## src/rtl/regfile_wb_unit_if.sv

```systemverilog
// Result and scoreboard bus between the EX/MEM result producers, decode and
// the GPR write-port merger.
interface regfile_wb_unit_if #(
    parameter int unsigned REG_NUM = 32
);
    localparam int unsigned AW = $clog2(REG_NUM);
    localparam int unsigned DW = 32;

    logic          a_valid;
    logic [AW-1:0] a_waddr;
    logic [DW-1:0] a_wdata;

    logic          b_valid;
    logic          b_ready;
    logic [AW-1:0] b_waddr;
    logic [DW-1:0] b_wdata;

    logic          alloc_valid;
    logic [AW-1:0] alloc_addr;

    logic [AW-1:0] query_addr1;
    logic [AW-1:0] query_addr2;
    logic          busy1;
    logic          busy2;

    logic          gpr_we;
    logic [AW-1:0] gpr_waddr;
    logic [DW-1:0] gpr_wdata;

    logic          sb_err;

    // Producer / decode / regfile side
    modport master (
        output a_valid, a_waddr, a_wdata,
        output b_valid, b_waddr, b_wdata,
        output alloc_valid, alloc_addr,
        output query_addr1, query_addr2,
        input  b_ready, busy1, busy2,
        input  gpr_we, gpr_waddr, gpr_wdata,
        input  sb_err
    );

    // Write-back unit side
    modport slave (
        input  a_valid, a_waddr, a_wdata,
        input  b_valid, b_waddr, b_wdata,
        input  alloc_valid, alloc_addr,
        input  query_addr1, query_addr2,
        output b_ready, busy1, busy2,
        output gpr_we, gpr_waddr, gpr_wdata,
        output sb_err
    );
endinterface

```

## src/rtl/regfile_wb_unit.sv

```systemverilog
// GPR write-port merger: single-cycle results (A) beat buffered long-latency
// results (B); a pending scoreboard lets decode stall on long-latency targets.
module regfile_wb_unit #(
    parameter int unsigned REG_NUM    = 32,
    parameter int unsigned FIFO_DEPTH = 4
) (
    input  logic             clk,
    input  logic             rst,
    regfile_wb_unit_if.slave wb
);
    localparam int unsigned AW = $clog2(REG_NUM);
    localparam int unsigned DW = 32;
    localparam int unsigned PW = $clog2(FIFO_DEPTH);
    localparam int unsigned CW = PW + 1;

    typedef struct packed {
        logic [AW-1:0] addr;
        logic [DW-1:0] data;
    } wb_entry_t;

    wb_entry_t          fifo_mem [FIFO_DEPTH];
    logic [PW-1:0]      rd_ptr;
    logic [PW-1:0]      wr_ptr;
    logic [CW-1:0]      count;
    wb_entry_t          head;
    logic               fifo_empty;
    logic               fifo_full;
    logic               push;
    logic               pop;

    logic               sel_valid;
    logic [AW-1:0]      sel_addr;
    logic [DW-1:0]      sel_data;

    logic [REG_NUM-1:0] pending;
    logic [REG_NUM-1:0] pending_nxt;
    logic               sb_err_q;
    logic               sb_err_set;

    logic               gpr_we_q;
    logic [AW-1:0]      gpr_waddr_q;
    logic [DW-1:0]      gpr_wdata_q;

    // FIFO status from registered count only; a full FIFO never passes through
    assign fifo_empty = (count == '0);
    assign fifo_full  = (count == CW'(FIFO_DEPTH));
    assign head       = fifo_mem[rd_ptr];
    assign push       = wb.b_valid && !fifo_full;
    assign pop        = !wb.a_valid && !fifo_empty;

    // Fixed priority A over buffered B
    always_comb begin
        sel_valid = 1'b0;
        sel_addr  = '0;
        sel_data  = '0;
        if (wb.a_valid) begin
            sel_valid = 1'b1;
            sel_addr  = wb.a_waddr;
            sel_data  = wb.a_wdata;
        end else if (!fifo_empty) begin
            sel_valid = 1'b1;
            sel_addr  = head.addr;
            sel_data  = head.data;
        end
    end

    // Storage needs no reset: occupancy is tracked by count
    always_ff @(posedge clk) begin
        if (push) begin
            fifo_mem[wr_ptr] <= wb_entry_t'{addr: wb.b_waddr, data: wb.b_wdata};
        end
    end

    always_ff @(posedge clk) begin
        if (!rst) begin
            rd_ptr <= '0;
            wr_ptr <= '0;
            count  <= '0;
        end else begin
            if (push) begin
                wr_ptr <= wr_ptr + PW'(1);
            end
            if (pop) begin
                rd_ptr <= rd_ptr + PW'(1);
            end
            if (push && !pop) begin
                count <= count + CW'(1);
            end else if (pop && !push) begin
                count <= count - CW'(1);
            end
        end
    end

    // Pop clears, alloc sets (set wins); re-alloc of a still-pending target is an error
    always_comb begin
        pending_nxt = pending;
        sb_err_set  = 1'b0;
        if (pop) begin
            pending_nxt[head.addr] = 1'b0;
        end
        if (wb.alloc_valid && (wb.alloc_addr != '0)) begin
            if (pending_nxt[wb.alloc_addr]) begin
                sb_err_set = 1'b1;
            end
            pending_nxt[wb.alloc_addr] = 1'b1;
        end
        pending_nxt[0] = 1'b0;
    end

    always_ff @(posedge clk) begin
        if (!rst) begin
            pending  <= '0;
            sb_err_q <= 1'b0;
        end else begin
            pending <= pending_nxt;
            if (sb_err_set) begin
                sb_err_q <= 1'b1;
            end
        end
    end

    // Register-0 writes are consumed without asserting the write enable
    always_ff @(posedge clk) begin
        if (!rst) begin
            gpr_we_q    <= 1'b0;
            gpr_waddr_q <= '0;
            gpr_wdata_q <= '0;
        end else if (sel_valid) begin
            gpr_we_q    <= (sel_addr != '0);
            gpr_waddr_q <= sel_addr;
            gpr_wdata_q <= sel_data;
        end else begin
            gpr_we_q    <= 1'b0;
        end
    end

    assign wb.b_ready   = !fifo_full;
    assign wb.busy1     = pending[wb.query_addr1];
    assign wb.busy2     = pending[wb.query_addr2];
    assign wb.gpr_we    = gpr_we_q;
    assign wb.gpr_waddr = gpr_waddr_q;
    assign wb.gpr_wdata = gpr_wdata_q;
    assign wb.sb_err    = sb_err_q;

endmodule

```

## src/flat_wrapper.sv

```systemverilog
// flat-port wrapper written by rule: the top's interface ports become plain ports
module regfile_wb_unit_flat 
#(
    parameter int unsigned REG_NUM    = 32,
    parameter int unsigned FIFO_DEPTH = 4
)
  (clk, rst, wb_a_valid, wb_a_waddr, wb_a_wdata, wb_b_valid, wb_b_waddr, wb_b_wdata, wb_alloc_valid, wb_alloc_addr, wb_query_addr1, wb_query_addr2, wb_b_ready, wb_busy1, wb_busy2, wb_gpr_we, wb_gpr_waddr, wb_gpr_wdata, wb_sb_err);
  regfile_wb_unit_if #(.REG_NUM(REG_NUM)) wb_i ();
  input  logic clk;
  input  logic rst;
  input wire logic [$bits(wb_i.a_valid)-1:0] wb_a_valid;
  input wire logic [$bits(wb_i.a_waddr)-1:0] wb_a_waddr;
  input wire logic [$bits(wb_i.a_wdata)-1:0] wb_a_wdata;
  input wire logic [$bits(wb_i.b_valid)-1:0] wb_b_valid;
  input wire logic [$bits(wb_i.b_waddr)-1:0] wb_b_waddr;
  input wire logic [$bits(wb_i.b_wdata)-1:0] wb_b_wdata;
  input wire logic [$bits(wb_i.alloc_valid)-1:0] wb_alloc_valid;
  input wire logic [$bits(wb_i.alloc_addr)-1:0] wb_alloc_addr;
  input wire logic [$bits(wb_i.query_addr1)-1:0] wb_query_addr1;
  input wire logic [$bits(wb_i.query_addr2)-1:0] wb_query_addr2;
  output wire logic [$bits(wb_i.b_ready)-1:0] wb_b_ready;
  output wire logic [$bits(wb_i.busy1)-1:0] wb_busy1;
  output wire logic [$bits(wb_i.busy2)-1:0] wb_busy2;
  output wire logic [$bits(wb_i.gpr_we)-1:0] wb_gpr_we;
  output wire logic [$bits(wb_i.gpr_waddr)-1:0] wb_gpr_waddr;
  output wire logic [$bits(wb_i.gpr_wdata)-1:0] wb_gpr_wdata;
  output wire logic [$bits(wb_i.sb_err)-1:0] wb_sb_err;
  assign wb_i.a_valid = wb_a_valid;
  assign wb_i.a_waddr = wb_a_waddr;
  assign wb_i.a_wdata = wb_a_wdata;
  assign wb_i.b_valid = wb_b_valid;
  assign wb_i.b_waddr = wb_b_waddr;
  assign wb_i.b_wdata = wb_b_wdata;
  assign wb_i.alloc_valid = wb_alloc_valid;
  assign wb_i.alloc_addr = wb_alloc_addr;
  assign wb_i.query_addr1 = wb_query_addr1;
  assign wb_i.query_addr2 = wb_query_addr2;
  assign wb_b_ready = wb_i.b_ready;
  assign wb_busy1 = wb_i.busy1;
  assign wb_busy2 = wb_i.busy2;
  assign wb_gpr_we = wb_i.gpr_we;
  assign wb_gpr_waddr = wb_i.gpr_waddr;
  assign wb_gpr_wdata = wb_i.gpr_wdata;
  assign wb_sb_err = wb_i.sb_err;
  regfile_wb_unit #(.REG_NUM(REG_NUM), .FIFO_DEPTH(FIFO_DEPTH)) u_core (.clk(clk), .rst(rst), .wb(wb_i));
endmodule
```

## config.mk

```make
export PLATFORM = sky130hd
export DESIGN_NAME = regfile_wb_unit_flat
export DESIGN_NICKNAME = d
export VERILOG_FILES = /design/src/rtl/regfile_wb_unit_if.sv /design/src/rtl/regfile_wb_unit.sv /design/src/flat_wrapper.sv
export SDC_FILE = /design/constraint.sdc
export NUM_CORES = 1
export LEC_CHECK = 0
export CAP_MARGIN = 40
export CORE_UTILIZATION = 30
export CTS_CLUSTER_DIAMETER = 120
export CTS_CLUSTER_SIZE = 30
export DETAILED_ROUTE_END_ITERATION = 6
export MAX_ROUTING_LAYER = met4
export PLACE_DENSITY = 0.51
export SLEW_MARGIN = 5
export SYNTH_ARGS = -nofsm -noshare
export SYNTH_HDL_FRONTEND = slang
export SYNTH_SLANG_ARGS = --single-unit
```

## constraint.sdc

```tcl
create_clock -name clk -period 3.69 [get_ports clk]
set_input_delay 0.5535 -clock clk [delete_from_list [all_inputs] [get_ports clk]]
set_output_delay 0.5535 -clock clk [all_outputs]
set_load 0.01 [all_outputs]
```

==> metrics.md, run 1 <==
| Metric | Value |
|---|---|
| IO Count | 136 |
| Final Hold Violating Endpoints | 0 |
| Vias | 6526 |
| Fraction of layout cells with a size suffix above 1 | 13.38% |
| Peak VDD IR | 0.0003053 V |
| Post-synth EDFFs | 148 |
| Leak pwr | 4.194 nW |
| Period utilisation layout | 94.35% |
| Die Wd | 184.1 um |
| Post-Synth XOR/XNOR Area | 0.5280% |
| Worst setup SP type | input port |
| Final wirelength | 25410 um |
| Cell Area, Synth | 0.009953 sq mm |
| Core ar. | 0.03262 sq mm |
| Syn avg cell area | 13.40 sq um |
| Number of I/O port buffers | 135 |
| CTS tree | done |
| Total power | 6.613 mW |
| Die Area | 0.03391 sq mm |
| Area growth syn-to-layout | 22.33% |
| Distinct cells, synth | 53 |
| Slew HR | 41.20% |
| Die Ht | 184.1 um |
| FP Rows | 66 |
| Yosys warnings | 0 |
| Slew at the pin closest to its max-slew limit | 0.8800 ns |
| Critical Path AT | 2.93 ns |
| Sink Count | 227 |
| GRT Util Overall | 15.39% |
| Max-cap violations | 0 |
| Hold Path Class | reg2reg |
| Drt pass-1 iters | 7 |
| Yosys top cell area share | 44.65% |
| Main synth FF type | edfxtp_1 |
| Crit path max fanout | 9 |
| Hpwl dp | 17060 um |
| Wire length per cell | 19.37 um |
| Final Net Count | 963 |
| Initial Util | 30.51% |
| Post-Synth Simple-Gate Area | 11.24% |
| Clock Latency Late Sink | 0.48 ns |
| Portion of netlist area occupied by mux cells | 14.22% |
| DRT antenna net count | 0 |
| Net Count, Synth | 843 |
| Adder-Cell Fraction of Synth Area | 0.8297% |
| First-pass GRT wire length | 38580 um |
| Area leader, netlist | edfxtp_1 |
| Seq/Total Area, Yosys | 60.54% |
| FMAX | 287.2 MHz |
| PostCTS Resize Cnt | 0 |
| Post-synthesis cell count | 743 |
| CTS H-tree depth | 1 |
| Synth Area in Compound Gates | 10.23% |
| WS Path Type | in2out |
| Vias/cell | 4.974 |
| Clock Path Buffers | 3 |
| Vias in the first global route | 6554 |
| TNS Setup | 0 ns |
| Pwr Density | 543.1 mW/mm^2 |
| Gr ovfl total | 0 |
| Setup bufs post-CTS | 0 |
| Synth area leaders | edfxtp_1 45%, dfxtp_1 16%, mux4_2 13% |
| Max Slew Vio Count | 0 |
| Asr flop ratio synth | 0% |
| Outcome | completed |
| Commonest cells post-synth | 148 x edfxtp_1, 122 x nand2_1, 79 x dfxtp_1 |
| Layout Utilization | 37.33% |
| Worst hold margin | 0.5304 ns |
| Clk_skew | 0.01596 ns |
| Largest net degree at the start of global routing | 80 |
| # DRC | 0 |
| Number of synthesized register bits | 227 |
| Worst Path Required | 3.14 ns |
| Endpoints failing setup | 0 |
| Iter 0 DRT Violations | 483 |
| Most common cell in the netlist | edfxtp_1 |
| Root buffer cell | clkbuf_16 |
| Placer Congestion | 0.8903 |
| Post-route minimum period | 3.482 ns |
| RSZ-0062 raised after global routing | no |
| Initial antenna violation count | 3 |
| Clk pin slew, worst setup/hold paths | 0.12 ns |
| Largest family of logic cells by synthesized area | multiplexers |
| CTS buffer count | 11 |
| Crit. End Element | primary output |
| CTS Hold Bufs | 0 |
==> cells in the final DEF, fill, tap and decap left out, drive strengths merged, types with 4 or more instances in the layout <==
cell           count
nand2b             4
and2              11
mux2               7
inv               10
edfxtp           148
ha                 5
o21ai             36
nor2              22
a21boi            32
nor3               6
dfxtp             79
mux4              58
xnor2              4
o211a             38
buf               24
clkdlybuf4s50    134
nor2b              5
nand2            122
and3               9
nand3             45
clkbuf            16
a21oi              6
or3                5
==> final timing paths <==
path,start,endpoint,slack [ns],depth (start not counted)
worst max register to register,flop,u_core.wb.sb_err,0.68,8
worst min register to register,u_core.pending[10],u_core.pending[10],0.53,2
worst max-delay path,wb_query_addr2[0],wb_busy2,0.21,6
worst min-delay path,u_core.pending[10],u_core.pending[10],0.53,2
==> cell type report <==
cell class / count / area [sq um]
Sequential cell: 227 / 6028
Clock buffer: 16 / 294.0
Clock inverter: 1 / 16.27
Timing Repair Buffer: 158 / 1544
Fill cell: 3165 / 20440
Inverter: 9 / 33.78
Antenna cell: 3 / 7.507
Multi-Input combinational cell: 456 / 3699
Tap cell: 442 / 553.0
==> kinds of logic after synthesis <==
kind of cell | after synthesis
simple gates | 243
buf+inv | 60
flops | 227
fa+ha+maj | 6
compound gates | 133
mux | 68
xor+xnor | 6
==> worst max-delay path, stage by stage <==
cell and delay (ns):
clkdlybuf4s50_1 0.50, buf_12 0.15, mux4_2 0.50, mux4_2 0.48, mux2_2 0.27, clkdlybuf4s50_1 0.47
==> power by group <==
group / leakage (nW) / switching (mW) / total [mW] / internal [mW]
sequential: 2.01 / 0.139 / 3.17 / 3.03
clock: 0.149 / 0.802 / 1.38 / 0.576
combinational: 2.04 / 1.12 / 2.07 / 0.946
total: 4.19 / 2.06 / 6.61 / 4.55
==> metal layers <==
metal,routed length [um],up-vias,track usage (%),share of wire (%)
met2,12050,174,24.97,47
met3,1499,25,2.786,5.9
met5,0,-,-,0
met1,11490,3261,20.25,45
met4,367,0,2.900,1.4
li1,-,3066,-,-
==> stage by stage <==
step                area, sq um  instances  setup slack, ns
floorplan                  9953        743           0.8784
global placement          11860       1292           0.1895
detailed placement        11860       1292           0.1923
CTS                       12170       1309           0.1906
global route              12180       1312           0.1233
finish                    12180       1312           0.2085
==> sequential cells by signal, indices dropped and copies added (netlist names), named ones only <==
| name | flops |
|---|---|
| u_core.wb.gpr_waddr | 5 |
| u_core.count | 3 |
| u_core.wb.gpr_wdata | 32 |
| u_core.wr_ptr | 2 |
| u_core.rd_ptr | 2 |
| u_core.pending | 31 |
| u_core.wb.gpr_we | 1 |
| u_core.wb.sb_err | 1 |
| u_core.fifo_mem | 148 |
(Power assumes the default switching activity.)
==> run 2, diff against run 1 <==
--- a/config.mk
+++ b/config.mk
@@ -7,11 +7,13 @@
 export LEC_CHECK = 0
 export CAP_MARGIN = 40
 export CORE_UTILIZATION = 30
+export CTS_BUF_LIST = sky130_fd_sc_hd__clkbuf_2 sky130_fd_sc_hd__clkbuf_4 sky130_fd_sc_hd__clkbuf_8
 export CTS_CLUSTER_DIAMETER = 120
 export CTS_CLUSTER_SIZE = 30
 export DETAILED_ROUTE_END_ITERATION = 6
+export DONT_BUFFER_PORTS = 1
 export MAX_ROUTING_LAYER = met4
-export PLACE_DENSITY = 0.51
+export PLACE_DENSITY = 0.46
 export SLEW_MARGIN = 5
 export SYNTH_ARGS = -nofsm -noshare
 export SYNTH_HDL_FRONTEND = slang
==> run 2 against run 1 <==
Via count down 7.0%. Non-clock buffer count fell by 144. Maximum frequency is 19% higher. Critical path type is now reg2reg. Largest power group unchanged.
==> metrics.md, run 2 (synthesis results as in run 1) <==
| Metric | Value |
|---|---|
| TNS Setup | 0 ns |
| Hold Path Class | in2reg |
| CTS tree | done |
| Leak pwr | 3.580 nW |
| Clock Latency Late Sink | 0.52 ns |
| Vias/cell | 5.208 |
| Clk_skew | 0.02320 ns |
| PostCTS Resize Cnt | 0 |
| Final Hold Violating Endpoints | 0 |
| Combinational Power Share | 27.8% |
| Initial antenna violation count | 0 |
| Flop pwr share | 54.2% |
| Drt pass-1 iters | 5 |
| Hpwl dp | 18010 um |
| Worst hold margin | 0.1085 ns |
| Initial Util | 30.51% |
| IO Count | 136 |
| Final Net Count | 819 |
| Max FFs per register | 148 |
| Slew at the pin closest to its max-slew limit | 0.8456 ns |
| GRT Util Overall | 15.71% |
| Worst path slowest cell | mux4_2 |
| Endpoints failing setup | 0 |
| Vias | 6067 |
| Most frequent cells in the layout | 148 x edfxtp_1, 122 x nand2_1, 77 x dfxtp_1 |
| Die Ht | 184.1 um |
| Critical Path AT | 3.38 ns |
| Clk pwr share | 18.0% |
| RSZ-0062 raised after global routing | no |
| FMAX | 341.7 MHz |
| Clock Path Buffers | 3 |
| DRT antenna net count | 0 |
| FILL cells | 3238 |
| Fraction of layout cells with a size suffix above 1 | 15.35% |
| Vias in the first global route | 6355 |
| Area growth syn-to-layout | 6.763% |
| Worst setup SP type | flop |
| First-pass GRT wire length | 39030 um |
| Leading cell type in the layout, fill and taps excluded | edfxtp_1 |
| CP Cell Sequence | mux4_2, or4b_1, o32a_1, a311oi_1, a2111oi_1, o211ai_2, a221oi_2 |
| CTS Hold Bufs | 0 |
| Crit. End Element | flop |
| Root buffer cell | clkbuf_8 |
| Final wirelength | 25930 um |
| Iter 0 DRT Violations | 468 |
| Pwr Density | 561.5 mW/mm^2 |
| Post-route minimum period | 2.926 ns |
| Top reg by flops | u_core.fifo_mem |
| Switching part of the total | 32.30% |
| Critical Path Max Stage Delay | 0.65 ns |
| Internal power | 4.040 mW |
| Period utilisation layout | 79.30% |
| Die Area | 0.03391 sq mm |
| Gr ovfl total | 0 |
| Max-cap violations | 0 |
| Peak VDD IR | 0.0003304 V |
| Wire length per cell | 22.26 um |
| Worst Path Required | 4.15 ns |
| Setup bufs post-CTS | 0 |
| FP Rows | 66 |
| Max Slew Vio Count | 0 |
| Clk pin slew, worst setup/hold paths | 0.18 ns |
| # diodes | 0 |
| Core ar. | 0.03262 sq mm |
| # DRC | 0 |
| Outcome | completed |
| Sink Count | 227 |
| WS Path Type | reg2reg |
| P_sw | 1.927 mW |
| Largest net degree at the start of global routing | 81 |
| Placer Congestion | 0.9003 |
| CTS H-tree depth | 1 |
| Crit path max fanout | 10 |
| Die Wd | 184.1 um |
| Slew HR | 43.50% |
| CTS buffer count | 11 |
| Number of I/O port buffers | 0 |
==> run 2: cell count changes in the layout (fill, tap and decap cells not counted), sizes merged <==
| cell | change |
|---|---|
| diode | -3 |
| clkinvlp | +1 |
| clkdlybuf4s50 | -134 |
| clkbuf | -1 |
| buf | -10 |
==> run 2: stage by stage <==
| stage | utilization, % | power [mW] | std cells | instance area [sq um] | setup slack [ns] |
|---|---|---|---|---|---|
| finish | 32.58 | 5.967 | 1165 | 10630 | 0.7638 |
| detailed placement | 31.97 | 5.002 | 1148 | 10430 | 0.8197 |
| CTS | 32.58 | 6.073 | 1165 | 10630 | 0.7808 |
| floorplan | - | 4.502 | 743 | 9953 | 0.8784 |
| global route | 32.58 | 6.322 | 1165 | 10630 | 0.5834 |
| global placement | 31.89 | 4.946 | 1146 | 10400 | 0.8557 |
==> run 2: per-layer routing <==
| layer | routed length [um] | global-route usage [%] | vias to the layer above |
|---|---|---|---|
| li1 | - | - | 2766 |
| met1 | 10930 | 19.50 | 3112 |
| met2 | 12800 | 26.20 | 165 |
| met3 | 1875 | 3.833 | 24 |
| met4 | 318 | 2.800 | 0 |
| met5 | 0 | - | - |
==> run 2: path summary, 6_finish.rpt <==
path,from,endpoint,slack (ns),cells after the start
max,flop,u_core.wb.sb_err,0.76,7
min,wb_b_wdata[28],u_core.fifo_mem[3][28],0.11,0
max reg2reg,flop,u_core.wb.sb_err,0.76,7
min reg2reg,u_core.pending[27],u_core.pending[27],0.55,2
==> run 2: critical path, delay by kind of cell (launching register included) <==
family / cells / cell delay, ns
compound gates: 5 / 1.23
flops: 1 / 0.56
mux: 1 / 0.65
simple gates: 1 / 0.41
==> run 2: power by group through the flow <==
stage	clock network, mW	logic [mW]	registers [mW]
2_1_floorplan	0	1.28	3.22
3_3_place_gp	0	1.66	3.28
3_5_place_dp	0	1.70	3.30
4_1_cts	1.12	1.71	3.24
5_1_grt	1.21	1.84	3.27
6_report	1.07	1.66	3.24
==> run 2: area by class of cell <==
type | count | area [sq um] | area share, %
clock inverters | 2 | 16.27 | 0.1531
well taps | 442 | 553.0 | 5.204
flip-flops and latches | 227 | 6028 | 56.73
multi-input cells | 456 | 3699 | 34.81
repair buffers | 14 | 115.1 | 1.083
inverters | 9 | 33.78 | 0.3179
clock buffers | 15 | 181.4 | 1.707
==> variant: new RTL, config.mk and constraints of run 2 <==
`REG_NUM` is set to 32 in 3 places; all go to 16.
--- a/src/rtl/regfile_wb_unit_if.sv
+++ b/src/rtl/regfile_wb_unit_if.sv
@@ -1,7 +1,7 @@
 // Result and scoreboard bus between the EX/MEM result producers, decode and
 // the GPR write-port merger.
 interface regfile_wb_unit_if #(
-    parameter int unsigned REG_NUM = 32
+    parameter int unsigned REG_NUM = 16
 );
     localparam int unsigned AW = $clog2(REG_NUM);
     localparam int unsigned DW = 32;
--- a/src/rtl/regfile_wb_unit.sv
+++ b/src/rtl/regfile_wb_unit.sv
@@ -1,7 +1,7 @@
 // GPR write-port merger: single-cycle results (A) beat buffered long-latency
 // results (B); a pending scoreboard lets decode stall on long-latency targets.
 module regfile_wb_unit #(
-    parameter int unsigned REG_NUM    = 32,
+    parameter int unsigned REG_NUM    = 16,
     parameter int unsigned FIFO_DEPTH = 4
 ) (
     input  logic             clk,
--- a/src/flat_wrapper.sv
+++ b/src/flat_wrapper.sv
@@ -1,7 +1,7 @@
 // flat-port wrapper written by rule: the top's interface ports become plain ports
 module regfile_wb_unit_flat 
 #(
-    parameter int unsigned REG_NUM    = 32,
+    parameter int unsigned REG_NUM    = 16,
     parameter int unsigned FIFO_DEPTH = 4
 )
   (clk, rst, wb_a_valid, wb_a_waddr, wb_a_wdata, wb_b_valid, wb_b_waddr, wb_b_wdata, wb_alloc_valid, wb_alloc_addr, wb_query_addr1, wb_query_addr2, wb_b_ready, wb_busy1, wb_busy2, wb_gpr_we, wb_gpr_waddr, wb_gpr_wdata, wb_sb_err);
Ports: changed (6 resized); port bits go from 136 to 130. The function was not compared with the original's and may differ.
==> variant against run 2 <==
  * Critical path depth grew 2
  * Critical path type unchanged
  * Synthesized cell count shrank 23%
  * Count of clock-buffer cells in the layout decreased by 1
  * Clock skew up 0.017 ns
  * Area after synthesis fell by 14%
  * Design area shrank 13%
  * Setup slack better by 0.31 ns
  * Sequential cell count down 21
  * Wire length decreased by 25%
  * Power is 8.1% lower
==> variant: results (changes against run 2) <==
{
  "outcome": "complete, no violations",
  "dpl_cell_area": {"value": 9040, "unit": "µm²", "change": "-13%"},
  "finClkSkew": {"value": 0.0398, "unit": "ns", "change": "+0.0166 ns"},
  "vias": {"value": 4588, "change": "-24%"},
  "grt.met3_usage": {"value": 0.0402, "change": "+0.00192"},
  "worst_pin_slew": {"value": 0.742, "unit": "ns", "change": "-0.104 ns"},
  "post_synth_edffs": {"value": 144, "change": "-2.7%"},
  "hpwlAfterDp": {"value": 13.1, "unit": "mm", "change": "-27%"},
  "critical-path-max-stage-delay": {"value": 0.57, "unit": "ns", "change": "-0.08 ns"},
  "grtUsageTotal": {"value": 0.140, "change": "-0.0176"},
  "leakagePower": {"value": 3.02, "unit": "nW", "change": "-16%"},
  "wl_met1": {"value": 7.98, "unit": "mm", "change": "-27%"},
  "post_synth_most_frequent_cells": "144 x edfxtp_1, 62 x dfxtp_1, 62 x nand2_1",
  "grt_start_max_net_pins": {"value": 79, "change": "-2.5%"},
  "critPathArrivalTime": {"value": 3.07, "unit": "ns", "change": "-0.31 ns"},
  "share_of_post_route_cells_with_drive_strength_above_1": {"value": 0.154, "change": "+0.000183"},
  "placed_cells": {"value": 927, "change": "-19%"},
  "largest_reg_flops": {"value": 144, "change": "-2.7%"},
  "syn_nets": {"value": 666, "change": "-21%"},
  "synth-adder-area-share": {"value": 0.00963, "change": "+0.00133"},
  "via_count_of_the_first_global_routing_pass": {"value": 4942, "change": "-22%"},
  "synth_mux_area_frac": {"value": 0.164, "change": "+0.0216"},
  "drt_iter0_drc": {"value": 282, "change": "-40%"},
  "synth.yosys.seq_area_share": {"value": 0.649, "change": "+0.0433"},
  "cp-endpoint": "u_core.count[2]",
  "grt_first_pass_wirelength": {"value": 29.5, "unit": "mm", "change": "-24%"},
  "synthesized_instance_count": {"value": 571, "change": "-23%"}
}
==> variant: changes by cell type after synthesis, sizes merged, moves of 17 or more <==
| cell | run 2 | this run |
|---|---|---|
| a21boi | 32 | 6 |
| mux2i | 3 | 38 |
| nand3 | 45 | 9 |
| o211a | 38 | 0 |
| dfxtp | 79 | 62 |
| nand2 | 122 | 62 |
| and2 | 11 | 43 |
==> variant: layout make-up <==
| type | instances | area, µm² |
|---|---|---|
| Multi-Input combinational cell | 325 | 2850 |
| Tap cell | 378 | 473 |
| Sequential cell | 206 | 5570 |
| Inverter | 8 | 30.0 |
| Clock inverter | 3 | 42.5 |
| Fill cell | 2798 | 18700 |
| Timing Repair Buffer | 10 | 113 |
| Clock buffer | 14 | 174 |
==> variant: power by group through the flow <==
stage	Clock, mW	Sequential (mW)	Combinational [mW]
final	1.05	2.95	1.48
after floorplan	0	2.95	1.19
after detailed placement	0	3.02	1.53
after global placement	0	3.01	1.49
after CTS	1.12	2.96	1.53
after global routing	1.18	2.99	1.64
